<file path="config.mk">
export PLATFORM = sky130hd
export DESIGN_NAME = dual_lane_sampler_flat
export DESIGN_NICKNAME = d
export VERILOG_FILES = /design/src/rtl/dual_lane_sampler_if.sv /design/src/rtl/dual_lane_sampler.sv /design/src/flat_wrapper.sv
export SDC_FILE = /design/constraint.sdc
export NUM_CORES = 1
export LEC_CHECK = 0
export CORE_MARGIN = 2
export CORE_UTILIZATION = 51
export DETAILED_ROUTE_END_ITERATION = 6
export PLACE_DENSITY = 0.8
export SLEW_MARGIN = 10
export SYNTH_ARGS = -nofsm -noshare
export SYNTH_HDL_FRONTEND = slang
export SYNTH_SLANG_ARGS = --single-unit
</file>
<file path="constraint.sdc">
create_clock -name clk -period 2.7 [get_ports clk]
set_input_delay 0.54 -clock clk [delete_from_list [all_inputs] [get_ports clk]]
set_output_delay 0.54 -clock clk [all_outputs]
set_load 0.02 [all_outputs]
</file>
<file path="src/rtl/dual_lane_sampler_if.sv">
// Output word port of the dual-lane sampler: a valid/ready handshake carrying one
// assembled word toward the receive buffer stage.
interface dual_lane_sampler_if #(
    parameter int WORD_W = 8
);
    logic [WORD_W-1:0] out_data;
    logic              out_valid;
    logic              out_ready;

    modport master (output out_data, output out_valid, input out_ready);
    modport slave  (input out_data, input out_valid, output out_ready);
endinterface

</file>
<file path="src/rtl/dual_lane_sampler.sv">
// Samples a 2-bit lane pair each clock while enabled and packs the pairs MSB-first
// into words; a completed word that cannot be handed downstream is dropped and flagged.
module dual_lane_sampler #(
    parameter int WORD_W = 8
) (
    input  logic                clk,
    input  logic                rstn,
    input  logic                start_enable,
    input  logic [1:0]          data_if,
    dual_lane_sampler_if.master out_port,
    output logic                busy,
    output logic                overflow
);
    localparam int PAIRS = WORD_W / 2;
    localparam int CNT_W = $clog2(PAIRS);
    localparam logic [CNT_W-1:0] LAST_IDX = CNT_W'(PAIRS - 1);

    typedef enum logic {IDLE, RUN} state_t;

    state_t            state_q, state_d;
    logic [CNT_W-1:0]  cnt_q, cnt_d;
    logic [WORD_W-1:0] shreg_q, shreg_d;
    logic [WORD_W-1:0] data_q, data_d;
    logic              valid_q, valid_d;
    logic              ovf_q, ovf_d;
    logic              busy_q, busy_d;

    logic [WORD_W-1:0] shreg_shifted;
    logic              complete;
    logic              drain;

    // data_if[0] is the more significant bit of each incoming pair.
    assign shreg_shifted = {shreg_q[WORD_W-3:0], data_if[0], data_if[1]};
    assign drain         = valid_q && out_port.out_ready;

    // NOTE: every signal assigned here gets a default first, so no path through
    // the case statement leaves one unassigned and no latch is inferred.
    always_comb begin
        state_d  = state_q;
        cnt_d    = cnt_q;
        shreg_d  = shreg_q;
        data_d   = data_q;
        valid_d  = valid_q;
        ovf_d    = ovf_q;
        complete = 1'b0;

        case (state_q)
            IDLE: begin
                if (start_enable) begin
                    shreg_d = shreg_shifted;
                    cnt_d   = CNT_W'(1);
                    ovf_d   = 1'b0;
                    state_d = RUN;
                end
            end
            RUN: begin
                if (start_enable) begin
                    shreg_d = shreg_shifted;
                    if (cnt_q == LAST_IDX) begin
                        complete = 1'b1;
                        cnt_d    = '0;
                    end else begin
                        cnt_d = cnt_q + CNT_W'(1);
                    end
                end else begin
                    cnt_d   = '0;
                    state_d = IDLE;
                end
            end
            default: state_d = IDLE;
        endcase

        // A word may replace the held one only if that one leaves on this same edge.
        if (complete) begin
            if (!valid_q || out_port.out_ready) begin
                data_d  = shreg_shifted;
                valid_d = 1'b1;
            end else begin
                ovf_d = 1'b1;
            end
        end else if (drain) begin
            valid_d = 1'b0;
        end

        busy_d = (state_d == RUN);
    end

    // NOTE: state registers use non-blocking assignments so every register samples
    // the pre-edge values computed above, independent of statement order.
    always_ff @(posedge clk or negedge rstn) begin
        if (!rstn) begin
            state_q <= IDLE;
            cnt_q   <= '0;
            shreg_q <= '0;
            data_q  <= '0;
            valid_q <= 1'b0;
            ovf_q   <= 1'b0;
            busy_q  <= 1'b0;
        end else begin
            state_q <= state_d;
            cnt_q   <= cnt_d;
            shreg_q <= shreg_d;
            data_q  <= data_d;
            valid_q <= valid_d;
            ovf_q   <= ovf_d;
            busy_q  <= busy_d;
        end
    end

    assign out_port.out_data  = data_q;
    assign out_port.out_valid = valid_q;
    assign busy               = busy_q;
    assign overflow           = ovf_q;
endmodule

</file>
<file path="src/flat_wrapper.sv">
// flat-port wrapper written by rule: the top's interface ports become plain ports
module dual_lane_sampler_flat 
#(
    parameter int WORD_W = 8
)
  (clk, rstn, start_enable, data_if, busy, overflow, out_port_out_data, out_port_out_valid, out_port_out_ready);
  dual_lane_sampler_if #(.WORD_W(WORD_W)) out_port_i ();
  input  logic clk;
  input  logic rstn;
  input  logic start_enable;
  input  logic [1:0] data_if;
  output logic busy;
  output logic overflow;
  output wire logic [$bits(out_port_i.out_data)-1:0] out_port_out_data;
  output wire logic [$bits(out_port_i.out_valid)-1:0] out_port_out_valid;
  input wire logic [$bits(out_port_i.out_ready)-1:0] out_port_out_ready;
  assign out_port_out_data = out_port_i.out_data;
  assign out_port_out_valid = out_port_i.out_valid;
  assign out_port_i.out_ready = out_port_out_ready;
  dual_lane_sampler #(.WORD_W(WORD_W)) u_core (.clk(clk), .rstn(rstn), .start_enable(start_enable), .data_if(data_if), .out_port(out_port_i), .busy(busy), .overflow(overflow));
endmodule
</file>
-- Yosys cells after proc, flatten, opt, wreduce, memory -nomap -nowiden
Cells that the tools add are included.
- $add $sub $neg: 1
- equality and inequality tests: 3
- mux-type cells: 16
- bitwise gates (word level): 1
- reduce and logical (&&, ||, !) cells: 6
- operators by type and width (cell ; count):
    $mux 1 ; 11
    $mux 2 ; 3
    $mux 6 ; 1
    $ne 2x2->1 const B ; 2
    $pmux 2 s2 ; 1
    $reduce_and 2->1 ; 2
    $add 2x1->2 const B ; 1
    $eq 2x2->1 const B ; 1
    $reduce_bool 2->1 ; 1
    $logic_and 1x1->1 ; 1
    $logic_not 1->1 ; 1
    $logic_or 1x1->1 ; 1
    $not 1->1 ; 1
- flip-flop bits (word level): 19
- input bits: 6
- output and inout port bits: 11
- word-level logic and storage cells: 33

-- Depth between registers and ports, before layout
- depth after elaboration: 6
- mapped depth: 4
- gate-level depth less buffers: 4

-- Worst setup path after synthesis
No wires, ideal clock.
- path type: input to register
- start point: input port out_port_out_ready
- end point: register u_core.data_q[0], in the netlist u_core.out_port.out_data[0]
- setup time: 0.125 ns
- data arrival time: 1.289 ns
- required time: 2.575 ns
- slack: 1.286 ns
- cell stages on the path: 3
- path buffers: 0
- cells stage by stage: and2b_2 -> nor2_8 -> mux2_4
- longest elaborated chain between the ends: 2
- ends and longest elaborated chain (element ; line ; RTL):
    from (decl) ; flat_wrapper.sv:16 ; input wire logic [$bits(out_port_i.out_ready)-1:0] out_port_out_ready;
    $logic_or 1x1->1 ; dual_lane_sampler.sv:75 ; if (!valid_q || out_port.out_ready) begin
    $reduce_and 2->1 (no line) ; - ;
    to (signal assigned) ; dual_lane_sampler.sv:103 ; data_q <= data_d;
    to (decl) ; dual_lane_sampler.sv:23 ; logic [WORD_W-1:0] data_q, data_d;
No other way between the ends.
A chain may end at the register's enable or synchronous reset.

==> out/results.ini <==
[run_status]
status = finished, final reports clean

[global_route]
grt_pass1_vias = 474
grt_start_max_net_pins = 20
grt-ovfl-total = 0
grt_util_all_layers_pct = 15.2
antenna_found_initial = 0
grt_pass1_wl_um = 2040

[cts]
postCtsSetupBuffers = 0
cts-resized-gates = 0
cts.clk_slew.worst_paths_ns = 0.09
root_buffer = clkbuf_4
ctsHoldBuffers = 0
numCtsBuffers = 3
cts_tree = built
cts.path.max_buffers = 2
cts_sinks = 19
clk_latency_ns = 0.28
htreeDepth = 1

[setup_path]
rr_worst_depth = 4
critical_path.slowest_cell = clkdlybuf4s50_1
max_stage_delay_ns = 0.65
cp_num_cells = 1
crit_required_ns = 2.16
r2r_start = u_core.cnt_q[0]$_DFFE_PN0P_
start_kind = flop
crit_fanout = 6
reg2reg_to = u_core.out_port.out_data[1]$_DFFE_PN0P_
setup.worst_path.end = busy
cp_cell_sequence = clkdlybuf4s50_1
crit_start = u_core.state_q$_DFF_PN0_
critical-path-top-delay-family = buffers and inverters
crit_type = reg -> out
critPathArrivalTime_ns = 1.40
end_kind = output pin
r2r_setup_slack_ns = 1.34
crit_buf_inv = 1

[finish]
mostFrequentLayoutCell = dfrtp_1
areaGrowthSynthToFinish_pct = 27.0
drive_above_1_share_pct = 30.9
fin_area_sq_um = 983
nNetsFinal = 76
num_antenna_cells = 0
layout_common_cells = dfrtp_1 (19), clkdlybuf4s50_1 (16), mux2_4 (8), mux2_2 (6), clkbuf_4 (3)
stdcell_count = 84

[sta]
rsz0062_at_grt = no
finClkSkew_ns = 0.00235
min_period_ns = 1.94
finalHoldViolations = 0
finalCritPeriodShare_pct = 71.8
slew_headroom_pct = 45.9
setup_ws_ns = 0.761
fmax_ghz = 0.516
finalSetupViolCount = 0
slew_viol_final = 0
worstMarginPinSlew_ns = 0.809
setup-tns-final_ns = 0

[placed_design]
dpl_cell_area_sq_um = 957
dp.final_hpwl_um = 840
place_ws_ns = 0.767
gp_congestion = 0.696
port-buffer-count = 16
dp_cells = 80

[drt]
drt_first_pass_iters = 3
vias = 430
drt-total-wl_um = 1160
drc_errors = 0
drtAntennaViolNets = 0
wl_per_cell_um = 13.8
first_iter_violations = 1
avgViaCountPerCell = 5.12

[power]
cellPowerDensity_mw_per_mm2 = 873
leakage_nw = 0.443
ir_drop_uv = 620
p_total_mw = 0.859

[run]
cap_violations = 0

[logic_synthesis]
seq_area_frac_synth_pct = 61.4
syn_avg_cell_area_sq_um = 16.1
yosysWarnings = 0
syn_inst = 48
synth_cell_types = 15
syn-num-nets = 55
synth_seq_cells = 19
syn_area_sq_um = 774

[floorplanning]
die-area_sq_mm = 0.00185
coreArea_sq_mm = 0.00147
num_rows = 14
initial_utilization_pct = 52.6
die_h_um = 43.0
die_width_um = 43.0
ios = 17

[worst_hold_path]
min_path_type = reg -> reg

[synthesized netlist by cell type]
cell | number | area (sq um)
a31oi_1 | 1 | 6.26
inv_1 | 1 | 3.75
nand2_1 | 2 | 7.51
and2b_2 | 1 | 8.76
nor2_1 | 2 | 7.51
mux2_4 | 8 | 120
or2b_1 | 1 | 7.51
buf_2 | 1 | 5.00
nand3_1 | 1 | 5.00
dfrtp_1 | 19 | 475
nor2_8 | 1 | 20.0
ha_1 | 1 | 12.5
nand3_4 | 1 | 17.5
a21oi_1 | 2 | 10.0
mux2_2 | 6 | 67.6
[layout make-up]
| class | count | area (sq um) |
|---|---|---|
| clock buffer | 4 | 26.3 |
| sequential | 19 | 475 |
| timing repair buffer | 17 | 168 |
| fill | 115 | 488 |
| tap | 16 | 20.0 |
| multi-input combinational | 27 | 290 |
| inverter | 1 | 3.75 |
[registers in the layout, indices dropped and copies added, names as in the netlist]
| name | flops |
|---|---|
| u_core.overflow | 1 |
| u_core.out_port.out_data | 8 |
| u_core.cnt_q | 2 |
| u_core.state_q | 1 |
| u_core.shreg_q | 6 |
| u_core.out_port.out_valid | 1 |
[routing by layer]
layer	share of wire, %	up-vias	wire length (um)	global-route usage (%)
li1	-	204	-	-
met1	48	218	555	19.8
met2	49	8	567	24.5
met3	3.3	0	38	3.83
met4	0	0	0	5.45
met5	0	-	0	0
[cells by family after synthesis]
family / synth area share [%]
flops: 61.4
mux: 24.2
simple gates: 9.53
compound gates: 2.10
buf+inv: 1.13
fa+ha+maj: 1.62
[per-stage QoR]
step	hold slack (ns)	utilization, %
floorplan	0.244	-
finish	0.489	66.8
detailed placement	0.478	65.1
global placement	0.466	65.1
global route	0.542	66.8
CTS	0.492	66.8
[power by group]
group / internal, mW / switching [mW] / leakage, nW
Clock: 0.0572 / 0.0748 / 0.0150
Combinational: 0.191 / 0.130 / 0.194
Sequential: 0.359 / 0.0462 / 0.234
Total: 0.608 / 0.251 / 0.443
[worst min path at each step]
stage,startpoint,endpoint,cells after the start
2_1_floorplan,rstn,u_core.cnt_q[0]$_DFFE_PN0P_,0
3_3_place_gp,u_core.cnt_q[1]$_DFFE_PN0P_,u_core.cnt_q[1]$_DFFE_PN0P_,2
3_5_place_dp,u_core.cnt_q[0]$_DFFE_PN0P_,u_core.cnt_q[0]$_DFFE_PN0P_,1
4_1_cts,u_core.cnt_q[0]$_DFFE_PN0P_,u_core.cnt_q[0]$_DFFE_PN0P_,1
5_1_grt,u_core.cnt_q[1]$_DFFE_PN0P_,u_core.cnt_q[1]$_DFFE_PN0P_,2
6_report,u_core.cnt_q[0]$_DFFE_PN0P_,u_core.cnt_q[0]$_DFFE_PN0P_,1
Note: power is estimated with default switching activity, not from simulation.
